==> src/rtl/seq_shifter_if.sv <==
// Shift unit handshake bundle.
// The master drives requests; the slave returns status and result.
interface seq_shifter_if;
   logic        Start;
   logic [1:0]  ShiftOp;
   logic [31:0] Operand;
   logic [31:0] ShiftAmt;
   logic        Flush;
   logic        Busy;
   logic        Done;
   logic [31:0] Result;

   modport master (
      output Start, ShiftOp, Operand, ShiftAmt, Flush,
      input  Busy, Done, Result
   );

   modport slave (
      input  Start, ShiftOp, Operand, ShiftAmt, Flush,
      output Busy, Done, Result
   );
endinterface

==> src/rtl/seq_shifter.sv <==
// Multi-cycle barrel-free shifter: one bit per cycle.
// SLL/SRL/SRA/ROTR, amount from ShiftAmt[4:0].
module seq_shifter (
   input  logic       Clk,
   input  logic       Rst,
   seq_shifter_if.slave bus
);

   localparam logic [0:0] IDLE  = 1'b0;
   localparam logic [0:0] SHIFT = 1'b1;

   logic [0:0]  state;
   logic [31:0] work;
   logic [31:0] shifted;
   logic [1:0]  op;
   logic [4:0]  cnt;
   logic        busy;
   logic        done;
   logic [31:0] result;

   // Upper amount bits carry no meaning for a 32-bit shift.
   logic unused_amt;
   assign unused_amt = ^bus.ShiftAmt[31:5];

   // One-bit step of the working value for the captured op.
   always_comb begin
      shifted = work;
      unique case (op)
         2'b00:   shifted = {work[30:0], 1'b0};
         2'b01:   shifted = {1'b0, work[31:1]};
         2'b10:   shifted = {work[31], work[31:1]};
         default: shifted = {work[0], work[31:1]};
      endcase
   end

   // Control FSM, datapath registers and registered outputs.
   always_ff @(posedge Clk) begin
      if (Rst) begin
         state  <= IDLE;
         work   <= '0;
         op     <= '0;
         cnt    <= '0;
         busy   <= 1'b0;
         done   <= 1'b0;
         result <= '0;
      end else begin
         done <= 1'b0;
         unique case (state)
            IDLE: begin
               if (bus.Start && !bus.Flush) begin
                  work  <= bus.Operand;
                  op    <= bus.ShiftOp;
                  cnt   <= bus.ShiftAmt[4:0];
                  busy  <= 1'b1;
                  state <= SHIFT;
               end
            end
            default: begin
               if (bus.Flush) begin
                  busy  <= 1'b0;
                  state <= IDLE;
               end else if (cnt != 5'd0) begin
                  work <= shifted;
                  cnt  <= cnt - 5'd1;
               end else begin
                  result <= work;
                  done   <= 1'b1;
                  busy   <= 1'b0;
                  state  <= IDLE;
               end
            end
         endcase
      end
   end

   assign bus.Busy   = busy;
   assign bus.Done   = done;
   assign bus.Result = result;

endmodule

==> src/flat_wrapper.sv <==
// flat-port wrapper written by rule: the top's interface ports become plain ports
module seq_shifter_flat 
  (Clk, Rst, bus_Start, bus_ShiftOp, bus_Operand, bus_ShiftAmt, bus_Flush, bus_Busy, bus_Done, bus_Result);
  seq_shifter_if bus_i ();
  input  logic Clk;
  input  logic Rst;
  input wire logic [$bits(bus_i.Start)-1:0] bus_Start;
  input wire logic [$bits(bus_i.ShiftOp)-1:0] bus_ShiftOp;
  input wire logic [$bits(bus_i.Operand)-1:0] bus_Operand;
  input wire logic [$bits(bus_i.ShiftAmt)-1:0] bus_ShiftAmt;
  input wire logic [$bits(bus_i.Flush)-1:0] bus_Flush;
  output wire logic [$bits(bus_i.Busy)-1:0] bus_Busy;
  output wire logic [$bits(bus_i.Done)-1:0] bus_Done;
  output wire logic [$bits(bus_i.Result)-1:0] bus_Result;
  assign bus_i.Start = bus_Start;
  assign bus_i.ShiftOp = bus_ShiftOp;
  assign bus_i.Operand = bus_Operand;
  assign bus_i.ShiftAmt = bus_ShiftAmt;
  assign bus_i.Flush = bus_Flush;
  assign bus_Busy = bus_i.Busy;
  assign bus_Done = bus_i.Done;
  assign bus_Result = bus_i.Result;
  seq_shifter u_core (.Clk(Clk), .Rst(Rst), .bus(bus_i));
endmodule
==> config.mk <==
export PLATFORM = sky130hd
export DESIGN_NAME = seq_shifter_flat
export DESIGN_NICKNAME = d
export VERILOG_FILES = /design/src/rtl/seq_shifter_if.sv /design/src/rtl/seq_shifter.sv /design/src/flat_wrapper.sv
export SDC_FILE = /design/constraint.sdc
export NUM_CORES = 1
export LEC_CHECK = 0
export ABC_AREA = 1
export CAP_MARGIN = 20
export CORE_ASPECT_RATIO = 1.1
export CORE_MARGIN = 2
export CORE_UTILIZATION = 35
export DETAILED_ROUTE_END_ITERATION = 16
export PLACE_DENSITY = 0.6
export SLEW_MARGIN = 10
export SYNTH_ARGS = -nofsm -noshare
export SYNTH_HDL_FRONTEND = slang
export SYNTH_SLANG_ARGS = --single-unit
==> constraint.sdc <==
create_clock -name Clk -period 4.66 [get_ports Clk]
set_clock_uncertainty 0.15 [all_clocks]
set_input_delay 0.932 -clock Clk [delete_from_list [all_inputs] [get_ports Clk]]
set_output_delay 0.932 -clock Clk [all_outputs]
set_load 0.01 [all_outputs]
==> results of run 1 <==
[area by class of cell]
class	count	area, um^2	area share [%]
clock buffer	13	270	5.69
clock inverter	2	35.0	0.738
inverter	43	164	3.45
multi-input combinational	381	1790	37.7
sequential	74	1480	31.2
tap	143	179	3.77
timing repair buffer	83	826	17.4
[stage by stage]
stage	area (um^2)	total power, mW	std cells
after detailed placement	4420	0.998	723
after CTS	4730	1.71	738
after global routing	4750	1.78	739
after global placement	4420	0.992	723
final	4750	1.70	739
after floorplan	3650	0.903	535
[critical path, stage by stage]
cell and delay [ns]:
clkdlybuf4s50_1 0.39, inv_1 0.18, nand2_1 0.16, nor2_4 0.61
buf_4 0.37, o21ai_0 0.12, a21oi_1 0.14
[power groups by stage]
stage	logic [mW]	registers, mW	clock network (mW)
2_1_floorplan	0.198	0.705	0
3_3_place_gp	0.287	0.705	0
3_5_place_dp	0.292	0.705	0
4_1_cts	0.294	0.692	0.724
5_1_grt	0.335	0.697	0.746
6_report	0.295	0.692	0.710
[worst min path at each step]
stage / from / to / slack [ns] / cells after the start
after floorplan: u_core.work[31] / u_core.bus.Result[31] / 0.29 / 2
after global placement: u_core.work[25] / u_core.work[25] / 0.32 / 2
after detailed placement: u_core.work[25] / u_core.work[25] / 0.33 / 2
after CTS: u_core.work[25] / u_core.work[25] / 0.33 / 2
after global routing: u_core.work[25] / u_core.work[25] / 0.35 / 2
final: u_core.work[25] / u_core.work[25] / 0.33 / 2
[metal layers]
metal,global-route usage [%],up-vias,share of wire [%]
met2,29.9,104,47
met1,23.1,1627,45
met3,3.03,14,5.9
li1,-,1837,-
met4,7.30,0,1.7
met5,0,-,0
[cells in the mapped netlist]
cell and count:
dfxtp_1 74, nor2_4 2, o211ai_1 23, xor2_1 1, buf_4 4, a21oi_1 43
nor2_1 50, buf_6 3, nand3_2 1, inv_2 1, buf_8 2, nand2_1 158
clkbuf_1 10, nor2_2 12, ha_1 1, inv_1 40, o31ai_1 1, inv_4 1
nand3_1 46, nor3_1 1, nand4_1 1, clkinv_1 1, o21ai_0 36, nand3_4 2
a31oi_1 1, buf_2 17, buf_1 1, a21boi_0 1, nand2_4 1
[cells by family (layout without fill, tap and decap cells)]
family	after synthesis	after routing	synth area share (%)
compound gates	105	105	16.1
xor+xnor	1	1	0.240
fa+ha+maj	1	1	0.343
buf+inv	80	141	10.5
flops	74	74	40.6
simple gates	274	274	32.2
[registers in the layout, indices dropped and copies added, names as in the netlist]
register / flops
u_core.op: 2
u_core.bus.Done: 1
u_core.bus.Busy: 1
u_core.state: 1
u_core.bus.Result: 32
u_core.cnt: 5
u_core.work: 32
==> impl_metrics.toml, run 1 <==
[setup_path]
reg2reg_from = "u_core.state"
crit_path_end = "u_core.bus.Result[21]"
cp_max_fo = 38
cp-startpoint = "bus_Flush"
required_ns = 4.77
critPathKind = "in2reg"
reg2reg_depth = 7
crit_path_start_kind = "input port"
ff2ff_setup_slack_ns = 2.30
r2r-end = "u_core.work[15]"
critPathArrivalTime_ns = 2.92
cp-end-kind = "register"

[routing]
ant_nets = 0
wl_per_cell_um = 13.2
drc = 0
wl_mm = 9.77
drt_first_iter_violations = 166
num_vias = 3582
viasPerCell = 4.85
drt_pass1_iterations = 4

[layout]
fin_nets = 663
layout-drive-gt1-share_pct = 6.88
antenna_cells = 0
fin_util_pct = 46.1
syn_to_final_growth_pct = 30.0
num-fill-cells = 1047
final_cell_mix = "158 x nand2_1, 76 x clkdlybuf4s50_1, 74 x dfxtp_1"
mostFrequentLayoutCell = "nand2_1"

[global_routing]
antenna_found_initial = 0
grt_first_pass_wirelength_mm = 16.5
grt_pass1_vias = 3548
grt.total_usage_pct = 18.1
grt_max_degree = 55
overflow = 0

[timing]
rsz0062_at_grt = "no"
period_share_pct = 60.2
period_needed_ns = 2.80
finalHoldViolations = 0
fin_ws_ns = 1.86
fin_tns_setup_ns = 0
fmax_mhz = 357
setup_viol = 0
tightestPinTransition_ns = 0.726
slew_viol_final = 0
max-slew-margin-rel_pct = 51.5
worst_hold_slack_ns = 0.334

[cts]
ctsHoldBuffers = 0
cts_made_buffers = 9
insertion_delay_ns = 0.34
cts_resized = 0
cts_tree = "yes"
clock-root-buffer = "clkbuf_16"
postCtsSetupBuffers = 0
h-tree-depth = 3
clkSlewWorstSetupHoldPaths_ns = 0.06
cts.sinks = 74
cts_buffer_depth = 2

[power]
clkPwrFrac_pct = 41.8
switching_power_mw = 0.450
internal_power_mw = 1.25
p_leak_nw = 2.12
p_per_area_nw_per_um2 = 358
ir_drop_v = 0.000159
power_frac_comb_pct = 17.4
seqPwrFrac_pct = 40.8
swShare_pct = 26.5

[floorplanning]
initial_core_util_pct = 35.5
die-area_um2 = 11300
rows = 39
dieHeight_um = 111
core_area_um2 = 10300
num_io_pins = 104
die_x_um = 101

[placement]
place.gp.congestion = 0.750
post-place-ws_ns = 1.50
place_hpwl_mm = 6.11
io_buffers = 76

[synthesis]
ys_seq_area_share_pct = 40.6
synth.area.top_cells = "dfxtp_1 41%, nand2_1 16%, nand3_1 6.3%, a21oi_1 5.9%, nor2_1 5.1%"
ys_ff_latch = 74
synth_top_area_share_pct = 40.6
syn_area_um2 = 3650
synth_largest_area_cell = "dfxtp_1"
synth.distinct_cells = 29
syn_nets = 606
syn_area_per_cell_um2 = 6.83
synth_cells = 535
yosysWarnings = 0

[run_status]
status = "finished, final reports clean"

[run]
maxCapViolCount = 0

[min_path]
worstHoldPathType = "reg2reg"
Power figures use the tool's default switching activity.
==> run 2, diff against run 1 <==
Settings changed: PLACE_DENSITY 0.6 to 0.62.
Clock period 4.66 ns to 2.4 ns, I/O delays scaled along.
==> run 2 against run 1 <==
Net effect: total power grew 82%; routed wire length shrank 0.73%; sequential power is 94% higher; highest routed layer unchanged.
==> impl_metrics.toml, run 2 (synthesis results as in run 1) <==
[run_status]
status = "finished, final reports clean"

[power]
p_leak_nw = 2.12
seqPwrFrac_pct = 43.5
switching_power_mw = 0.841
internal_power_mw = 2.25
clkPwrFrac_pct = 37.7
power_frac_comb_pct = 18.8
p_per_area_nw_per_um2 = 652
swShare_pct = 27.2
ir_drop_v = 0.000404

[timing]
setup_viol = 0
slew_viol_final = 0
tightestPinTransition_ns = 0.421
period_needed_ns = 1.96
max-slew-margin-rel_pct = 71.9
fin_tns_setup_ns = 0
period_share_pct = 81.8
rsz0062_at_grt = "no"
finalHoldViolations = 0
fmax_mhz = 510

[cts]
postCtsSetupBuffers = 0
cts_tree = "yes"
cts_resized = 0
ctsHoldBuffers = 0
clock-root-buffer = "clkbuf_16"
h-tree-depth = 3
clkSlewWorstSetupHoldPaths_ns = 0.05
cts.sinks = 74
cts_buffer_depth = 2
cts_made_buffers = 9
insertion_delay_ns = 0.32

[floorplanning]
die_x_um = 101
initial_core_util_pct = 35.5
dieHeight_um = 111
die-area_um2 = 11300
rows = 39
core_area_um2 = 10300
num_io_pins = 104

[routing]
wl_mm = 9.70
drt_first_iter_violations = 133
ant_nets = 0
num_vias = 3544
drt_pass1_iterations = 4
drc = 0
viasPerCell = 4.78
wl_per_cell_um = 13.1

[layout]
design_area_um2 = 4730
final_cell_mix = "158 x nand2_1, 76 x clkdlybuf4s50_1, 74 x dfxtp_1"
antenna_cells = 0
syn_to_final_growth_pct = 29.6
mostFrequentLayoutCell = "nand2_1"
fin_util_pct = 46.0
layout-drive-gt1-share_pct = 7.35
fin_nets = 669

[setup_path]
cp_max_fo = 26
cp-end-kind = "register"
critPathArrivalTime_ns = 2.03
critPathKind = "reg2reg"
crit_path_start_kind = "register"
required_ns = 2.47

[global_routing]
grt_max_degree = 47
top_usage_layer = "met2"
overflow = 0
use_met1_pct = 23.4
grt_first_pass_wirelength_mm = 16.5
grt.total_usage_pct = 18.0
grt_use_met3_pct = 2.84
met2_usage_pct = 30.0
grt_pass1_vias = 3496
antenna_found_initial = 0

[placement]
place_hpwl_mm = 6.40
io_buffers = 76
place.gp.congestion = 0.754
dpl_cell_area_um2 = 4490

[min_path]
worstHoldPathType = "reg2reg"

[run]
maxCapViolCount = 0
-- run 2: area by class of cell --
cell class / count / area [um^2]
clock buffers: 11 / 243
clock inverters: 1 / 5.00
fillers: 1041 / 5560
inverters: 43 / 164
multi-input cells: 381 / 1790
flip-flops and latches: 74 / 1480
well taps: 143 / 179
repair buffers: 89 / 871
-- run 2: per-stage QoR --
stage | hold WS [ns] | instances | worst slack, ns | total power [mW]
finish | 0.334 | 742 | 0.438 | 3.09
global route | 0.359 | 742 | 0.280 | 3.25
CTS | 0.333 | 742 | 0.417 | 3.12
detailed placement | 0.325 | 730 | 0.173 | 1.95
global placement | 0.322 | 730 | 0.178 | 1.94
floorplan | 0.294 | 535 | 0.819 | 1.75
-- run 2: power by group through the flow --
stage | registers, mW | logic (mW) | clock network (mW)
floorplan | 1.37 | 0.385 | 0
global placement | 1.37 | 0.568 | 0
detailed placement | 1.37 | 0.581 | 0
CTS | 1.34 | 0.585 | 1.19
global route | 1.35 | 0.657 | 1.24
finish | 1.34 | 0.581 | 1.16
-- run 2: worst paths after layout --
path	endpoint	start	slack, ns	cells after the start
setup / recovery	u_core.work[5]	u_core.cnt[0]	0.44	8
hold / removal	u_core.work[25]	u_core.work[25]	0.33	2
setup reg to reg	u_core.work[5]	u_core.cnt[0]	0.44	8
hold reg to reg	u_core.work[25]	u_core.work[25]	0.33	2
-- run 2: worst max-delay path: stages (launching register included) --
cell     delay [ns]
dfxtp_1        0.34
inv_1          0.08
ha_1           0.28
nand3_4        0.16
nand3_4        0.18
nand2_4        0.25
inv_4          0.19
nor2_1         0.17
nor2_2         0.04
-- run 2: routing by layer --
layer  share of wire [%]  up-vias
li1                    -     1847
met1                  47     1623
met2                  49       72
met3                 4.1        2
met4                0.39        0
met5                   0        -
